### src/rtl/spi_bridge_pkg.sv
// Shared types and constants for the burst SPI-to-register bridge.
package spi_bridge_pkg;

   typedef enum logic [1:0] {
      ST_IDLE = 2'd0,
      ST_HDR  = 2'd1,
      ST_WR   = 2'd2,
      ST_RD   = 2'd3
   } state_t;

   localparam logic RW_WRITE = 1'b1;
   localparam logic RW_READ  = 1'b0;

   // Header is one rw bit followed by the address.
   function automatic int hdr_width(input int addr_w);
      return addr_w + 1;
   endfunction

   // rw travels first, so it ends up as the header MSB.
   function automatic int rw_pos(input int addr_w);
      return addr_w;
   endfunction

   function automatic int max_w(input int a, input int b);
      return (a > b) ? a : b;
   endfunction

endpackage

### src/rtl/spi_tx_shifter.sv
// Read-data shifter: parallel load from the register file, MSB-first shift,
// and the negedge miso flop that only a real reset clears.
module spi_tx_shifter #(
   parameter int DATA_W = 8
) (
   input  logic              sclk,
   input  logic              rst_n,
   input  logic              cs_n,
   input  logic              load,
   input  logic [DATA_W-1:0] load_data,
   input  logic              shift_en,
   input  logic              tx_active,
   output logic              miso
);

   logic              clr_n;
   logic [DATA_W-1:0] tx_shift;

   assign clr_n = rst_n & ~cs_n;

   // Load a new word on the strobe edge, otherwise shift the next bit to the MSB.
   always_ff @(posedge sclk or negedge clr_n) begin
      if (!clr_n) begin
         tx_shift <= '0;
      end else if (load) begin
         tx_shift <= load_data;
      end else if (shift_en) begin
         tx_shift <= {tx_shift[DATA_W-2:0], 1'b0};
      end
   end

   // Present the MSB half a cycle ahead of the master's sampling edge.
   always_ff @(negedge sclk or negedge rst_n) begin
      if (!rst_n) begin
         miso <= 1'b0;
      end else begin
         miso <= (!cs_n && tx_active) ? tx_shift[DATA_W-1] : 1'b0;
      end
   end

endmodule

### src/rtl/spi_bridge_burst.sv
// SPI mode-0 slave bridging addressed burst frames onto the register bus.
//
// state   | meaning
// --------+-----------------------------------------------------------
// ST_IDLE | frame selected, no bit sampled yet (first header bit next)
// ST_HDR  | shifting in the rw bit and address
// ST_WR   | receiving write words, strobing wr_en on each last bit
// ST_RD   | shifting read words out, prefetching on each last bit
module spi_bridge_burst
   import spi_bridge_pkg::*;
#(
   parameter int DATA_W   = 8,
   parameter int ADDR_W   = 7,
   parameter int AUTO_INC = 1
) (
   input  logic              sclk,
   input  logic              rst_n,
   input  logic              cs_n,
   input  logic              mosi,
   output logic              miso,
   output logic              wr_en,
   output logic [ADDR_W-1:0] wr_addr,
   output logic [DATA_W-1:0] wr_data,
   output logic              rd_en,
   output logic [ADDR_W-1:0] rd_addr,
   input  logic [DATA_W-1:0] rd_data
);

   localparam int HDR_W  = hdr_width(ADDR_W);
   localparam int RW_POS = rw_pos(ADDR_W);
   localparam int SH_W   = max_w(DATA_W, HDR_W);
   // The newest bit comes straight from mosi, so one bit less is stored.
   localparam int SR_W   = SH_W - 1;
   localparam int CNT_W  = $clog2(SH_W);
   localparam logic [CNT_W-1:0] HDR_LAST  = CNT_W'(HDR_W - 1);
   localparam logic [CNT_W-1:0] DATA_LAST = CNT_W'(DATA_W - 1);

   logic              clr_n;
   state_t            state, state_nxt;
   logic [CNT_W-1:0]  bit_cnt, bit_cnt_nxt;
   logic [SR_W-1:0]   rx_shift, rx_shift_nxt;
   logic [ADDR_W-1:0] addr, addr_nxt, addr_inc;
   logic [HDR_W-1:0]  hdr_word;
   logic [DATA_W-1:0] data_word;
   logic              hdr_last, word_last, in_data;

   // Deselect behaves like reset for everything except the miso flop.
   assign clr_n = rst_n & ~cs_n;

   assign hdr_word  = {rx_shift[HDR_W-2:0], mosi};
   assign data_word = {rx_shift[DATA_W-2:0], mosi};
   assign addr_inc  = (AUTO_INC != 0) ? addr + 1'b1 : addr;
   assign in_data   = (state == ST_WR) || (state == ST_RD);
   assign hdr_last  = (state == ST_HDR) && (bit_cnt == HDR_LAST);
   assign word_last = in_data && (bit_cnt == DATA_LAST);

   // State, counters and receive shifter.
   always_ff @(posedge sclk or negedge clr_n) begin
      if (!clr_n) begin
         state    <= ST_IDLE;
         bit_cnt  <= '0;
         rx_shift <= '0;
         addr     <= '0;
      end else begin
         state    <= state_nxt;
         bit_cnt  <= bit_cnt_nxt;
         rx_shift <= rx_shift_nxt;
         addr     <= addr_nxt;
      end
   end

   // Next-state decode and the combinational bus strobes.
   always_comb begin
      state_nxt    = state;
      bit_cnt_nxt  = bit_cnt;
      addr_nxt     = addr;
      rx_shift_nxt = SR_W'({rx_shift, mosi});
      wr_en        = 1'b0;
      wr_addr      = '0;
      wr_data      = '0;
      rd_en        = 1'b0;
      rd_addr      = '0;

      case (state)
         ST_IDLE: begin
            state_nxt   = ST_HDR;
            bit_cnt_nxt = CNT_W'(1);
         end
         ST_HDR: begin
            if (hdr_last) begin
               addr_nxt    = hdr_word[ADDR_W-1:0];
               bit_cnt_nxt = '0;
               state_nxt   = (hdr_word[RW_POS] == RW_WRITE) ? ST_WR : ST_RD;
            end else begin
               bit_cnt_nxt = bit_cnt + 1'b1;
            end
         end
         ST_WR, ST_RD: begin
            if (word_last) begin
               bit_cnt_nxt = '0;
               addr_nxt    = addr_inc;
            end else begin
               bit_cnt_nxt = bit_cnt + 1'b1;
            end
         end
         default: begin
            state_nxt = ST_IDLE;
         end
      endcase

      if (!cs_n && word_last && (state == ST_WR)) begin
         wr_en   = 1'b1;
         wr_addr = addr;
         wr_data = data_word;
      end

      // The header strobe fetches the addressed word; data strobes prefetch the next.
      if (!cs_n && hdr_last && (hdr_word[RW_POS] == RW_READ)) begin
         rd_en   = 1'b1;
         rd_addr = hdr_word[ADDR_W-1:0];
      end else if (!cs_n && word_last && (state == ST_RD)) begin
         rd_en   = 1'b1;
         rd_addr = addr_inc;
      end
   end

   spi_tx_shifter #(
      .DATA_W (DATA_W)
   ) u_tx (
      .sclk      (sclk),
      .rst_n     (rst_n),
      .cs_n      (cs_n),
      .load      (rd_en),
      .load_data (rd_data),
      .shift_en  (state == ST_RD),
      .tx_active (state == ST_RD),
      .miso      (miso)
   );

endmodule

### config.mk
export PLATFORM = sky130hd
export DESIGN_NAME = spi_bridge_burst
export DESIGN_NICKNAME = d
export VERILOG_FILES = /design/src/rtl/spi_bridge_pkg.sv /design/src/rtl/spi_tx_shifter.sv /design/src/rtl/spi_bridge_burst.sv
export SDC_FILE = /design/constraint.sdc
export NUM_CORES = 1
export LEC_CHECK = 0
export CORE_MARGIN = 8
export CORE_UTILIZATION = 49
export DETAILED_ROUTE_END_ITERATION = 10
export PLACE_DENSITY = 0.76
export RECOVER_POWER = 50
export SYNTH_ARGS = -nofsm -noshare
export SYNTH_HDL_FRONTEND = slang
export SYNTH_SLANG_ARGS = --single-unit
### constraint.sdc
create_clock -name sclk -period 2.3 [get_ports sclk]
set_input_delay 0.575 -clock sclk [delete_from_list [all_inputs] [get_ports sclk]]
set_output_delay 0.575 -clock sclk [all_outputs]
set_load 0.02 [all_outputs]
==> After elaboration in Yosys (flattened, before gate mapping) <==
Cells that the tools add are included.
{ "word_totals": {"output_inout_bits": 25, "regBits": 28} }
{ "op_classes": {"muxes": 19, "n_addsub": 2, "n_eq_ne": 6, "bitwise_logic": 3, "reduce_logical": 17} }
{ "ops": {"columns": ["cell", "count"], "rows": [
  ["$mux 7", 5],
  ["$mux 8", 3],
  ["$pmux 7 s2", 1],
  ["$pmux 3 s3", 1],
  ["$logic_and 1x1->1", 8],
  ["$add 7x1->7 const B", 1],
  ["$mux 3", 2],
  ["$reduce_bool 2->1", 3],
  ["$mux 1", 5],
  ["$eq 2x2->1 const B", 2],
  ["$ne 2x2->1 const B", 2],
  ["$pmux 2 s2", 1],
  ["$add 3x1->3 const B", 1],
  ["$eq 3x3->1 const B", 1],
  ["$reduce_and 3->1", 1],
  ["$eq 2x1->1 const B", 1],
  ["$logic_not 2->1", 1],
  ["$mux 2", 1],
  ["$not 1->1", 2],
  ["$reduce_and 2->1", 1],
  ["$reduce_or 2->1", 1],
  ["$and 1x1->1", 1],
  ["$logic_not 1->1", 1],
  ["$logic_or 1x1->1", 1]
]} }

==> Longest topological paths before layout <==
{ "logic_depth": {"ltp_word": 8, "mapped_depth": 8, "depth_no_buf": 5} }

==> Hierarchy <==
Synthesis repeated with hierarchy kept, for this count alone.
{ "hier_totals": {"hier_cells": 147, "area_unflattened_um2": 1535.2} }
{ "modules_own_cells": {"columns": ["mod", "instances", "seq_area_each_um2", "cells_each", "area_per_inst_um2"], "rows": [
  ["spi_bridge_burst", 1, 475.5, 109, 1127.3],
  ["spi_tx_shifter", 1, 225.2, 38, 407.9]
]} }

==> summary.md <==
| Metric | Value |
|---|---|
| Status | `complete, but fails checks` |
| Failing checks | `negative setup slack` |
| Number of diodes | `0` |
| Yosys top cell by area | `dfrtp_1` |
| Max incr delay on CP | `0.43 ns` |
| DR pass1 iterations | `4` |
| Syn_area_per_cell | `9.85 µm²` |
| Initial antenna violation count | `0` |
| Setup TNS | `-1.80 ns` |
| Fin worst setup slack | `-0.289 ns` |
| RSZ-0062 raised after global routing | `yes` |
| Slew margin rel. | `0.542` |
| Most numerous cell in the Yosys netlist | `dfrtp_1` |
| Hold Path Depth | `0` |
| NumNets Final | `239` |
| Clock skew | `0.0202 ns` |
| Routed vias | `1,534` |
| Ys flop type | `dfrtp_1` |
| Global route overflow | `0` |
| Clock-pin slew on the worst setup and hold paths | `0.15 ns` |
| Core footprint | `3050 µm²` |
| Hold WC Path Type | `register to register` |
| Sequential area share after synthesis | `0.445` |
| First-pass GRT wire length | `7790 µm` |
| Maximum clock path buffer count | `2` |
| Die width | `72.7 µm` |
| Vias in the first global route | `1,572` |
| EDFF count, synth | `0` |
| WP data arrival | `2.01 ns` |
| Initial drt markers | `117` |
| Minimum hold slack | `0.431 ns` |
| Reg2reg start | `state[0]$_DFFE_PN0P_` |
| Syn_nets | `175` |
| Critical Path Source Type | `register` |
| Hold Crit Endpoint | `rx_shift[5]$_DFF_PN0_` |
| Power Total | `0.00111 W` |
| Ports | `37` |
| Final slew viol count | `0` |
| # hold bufs at CTS | `0` |
| Yosys cell types | `43` |
| Critical-path top delay cell | `dfrtn_1` |
| Warnings, synthesis | `0` |
| Die Ht | `72.7 µm` |
| Number of I/O port buffers | `36` |
| Synth Register Bits | `28` |
| Largest net degree at the start of global routing | `28` |
| Num CTS Buffers | `3` |
| Hold path startpoint | `rx_shift[4]$_DFF_PN0_` |
| Max FO, Critical Path | `1` |
| Critical-path cell list | `buf_6` |
| Share of synthesized registers carrying an async set or reset | `1.00` |
| PD cells | `461 nW/µm²` |
| CP endpoint kind | `output pin` |
| Via density | `5.75` |
| Skew-Pair Late Insertion Delay | `0.34 ns` |
| Total of max-cap violations | `0` |
| Worst Reg-to-Reg Cells | `3` |
| Top delay family on crit path | `flip-flops` |
| Initial core utilization | `0.516` |
| Overall Global Routing Usage | `0.185` |
| CTS tree | `yes` |
| # clock sinks | `28` |
| Routed WL | `4670 µm` |
| Synthesized instance count | `160` |
| Synth area leaders | `dfrtp_1, and2_1, nand3_1` |
| Maximum VDD drop | `0.000409 V` |
| WP data required | `1.73 ns` |
| Worst slew pin tran | `0.687 ns` |
| CTS Root Cell | `clkbuf_4` |
| Synth cell count leaders | `dfrtp_1, and2_1, nand3_1` |
| Rows | `20` |
| Post-route ant nets | `0` |
| Leak pwr | `1.07 nW` |
| # setup viols final | `23` |
| Post-synth top area share | `0.429` |
| Hold Violations, Final | `0` |
| Post-synthesis cell area | `1580 µm²` |
| WP buf/inv | `1` |
| Die area | `5290 µm²` |
| Post-detail-place hpwl | `3160 µm` |
| GPL Wtd Cong | `0.880` |
| FF-to-FF setup slack | `0.04 ns` |
| FF-to-FF End | `u_tx.miso$_DFF_NN0_` |
| Layout area overhead | `53.2%` |
| Worst setup path category | `register to output pin` |
| # DRC | `0` |
| Post-DR wirelength/cell | `17.5 µm` |
| Share of cells above drive strength 1 | `0.426` |
| CTS H-tree depth | `1` |
how the worst max path moves through the flow:
stage                        startpoint          to  slack (ns)  cells past startpoint
global route        u_tx.miso$_DFF_NN0_        miso       -0.33                      1
detailed placement                 cs_n  rd_addr[5]       -0.74                      5
finish              u_tx.miso$_DFF_NN0_        miso       -0.29                      1
floorplan           u_tx.miso$_DFF_NN0_        miso        0.10                      0
CTS                 u_tx.miso$_DFF_NN0_        miso       -0.30                      1
global placement                   cs_n  rd_addr[5]       -0.72                      5
what timing repair did:
| item | in CTS | in global routing |
|---|---|---|
| resized for setup | 161 | 31 |
| setup endpoints to repair | 26 | 25 |
| pin swaps | 7 | 11 |
| setup buffers | 3 | 3 |
| gates cloned | 0 | 1 |
routing by layer:
layer | up-vias | global-route usage | wire, µm
met5 | - | 0 | 0
met1 | 751 | 0.225 | 1880
met3 | 5 | 0.0412 | 300
li1 | 718 | - | -
met2 | 60 | 0.311 | 2430
met4 | 0 | 0.0644 | 58
sequential cells by signal, indices dropped and copies added (netlist names):
name           flops
u_tx.tx_shift      8
bit_cnt            3
state              2
addr               7
u_tx.miso          1
rx_shift           7
stage by stage:
step / utilization / cells / worst slack [ns] / cell area [µm²]
after floorplan: - / 160 / 0.102 / 1580
after global placement: 0.702 / 258 / -0.715 / 2140
after detailed placement: 0.702 / 258 / -0.741 / 2140
after CTS: 0.755 / 265 / -0.304 / 2300
after global routing: 0.791 / 267 / -0.330 / 2410
final: 0.791 / 267 / -0.289 / 2410
area by class of cell:
cell class | instances | area [µm²]
multi-input combinational | 118 | 917
sequential | 28 | 702
timing repair buffer | 71 | 696
fill | 214 | 639
tap | 44 | 55.1
clock buffer | 4 | 36.3
inverter | 2 | 7.51
report_power, final:
group          internal (W)  leakage (nW)  switching, W
sequential         0.000543         0.337     0.0000411
clock             0.0000972        0.0210      0.000152
combinational      0.000139         0.717      0.000139
kinds of logic (layout without fill, tap and decap cells):
| logic type | after synthesis | in the layout | share of synthesized area |
|---|---|---|---|
| DFF | 28 | 28 | 0.445 |
| AOI/OAI and AO/OA | 44 | 44 | 0.194 |
| adders and majority gates | 3 | 3 | 0.0238 |
| and+or+nand+nor | 68 | 68 | 0.269 |
| buffers and inverters | 14 | 77 | 0.0516 |
| xor gates and xnor gates | 3 | 3 | 0.0167 |
cells in the final DEF (no fill, tap or decap), types with 2 or more instances in the layout:
cell,Yosys,layout
and3b_1,2,2
o211a_1,2,2
o211ai_1,2,2
dlygate4sd3_1,0,2
a31oi_1,8,8
clkdlybuf4s50_1,0,8
a2bb2oi_1,2,2
nor2b_1,6,4
a22o_1,6,6
xor2_1,2,2
nor2_1,3,2
buf_12,0,2
nand2_1,5,5
a32oi_1,2,2
nand3_1,13,12
and2_4,0,15
dfrtp_1,27,26
inv_1,2,2
or4_4,0,2
nor3_1,7,7
buf_6,2,31
o21ai_0,10,10
clkbuf_4,0,3
o22ai_1,3,3
nand2b_1,3,2
a21oi_1,3,3
buf_4,2,25
No activity file was read; power rests on OpenSTA's default activity.
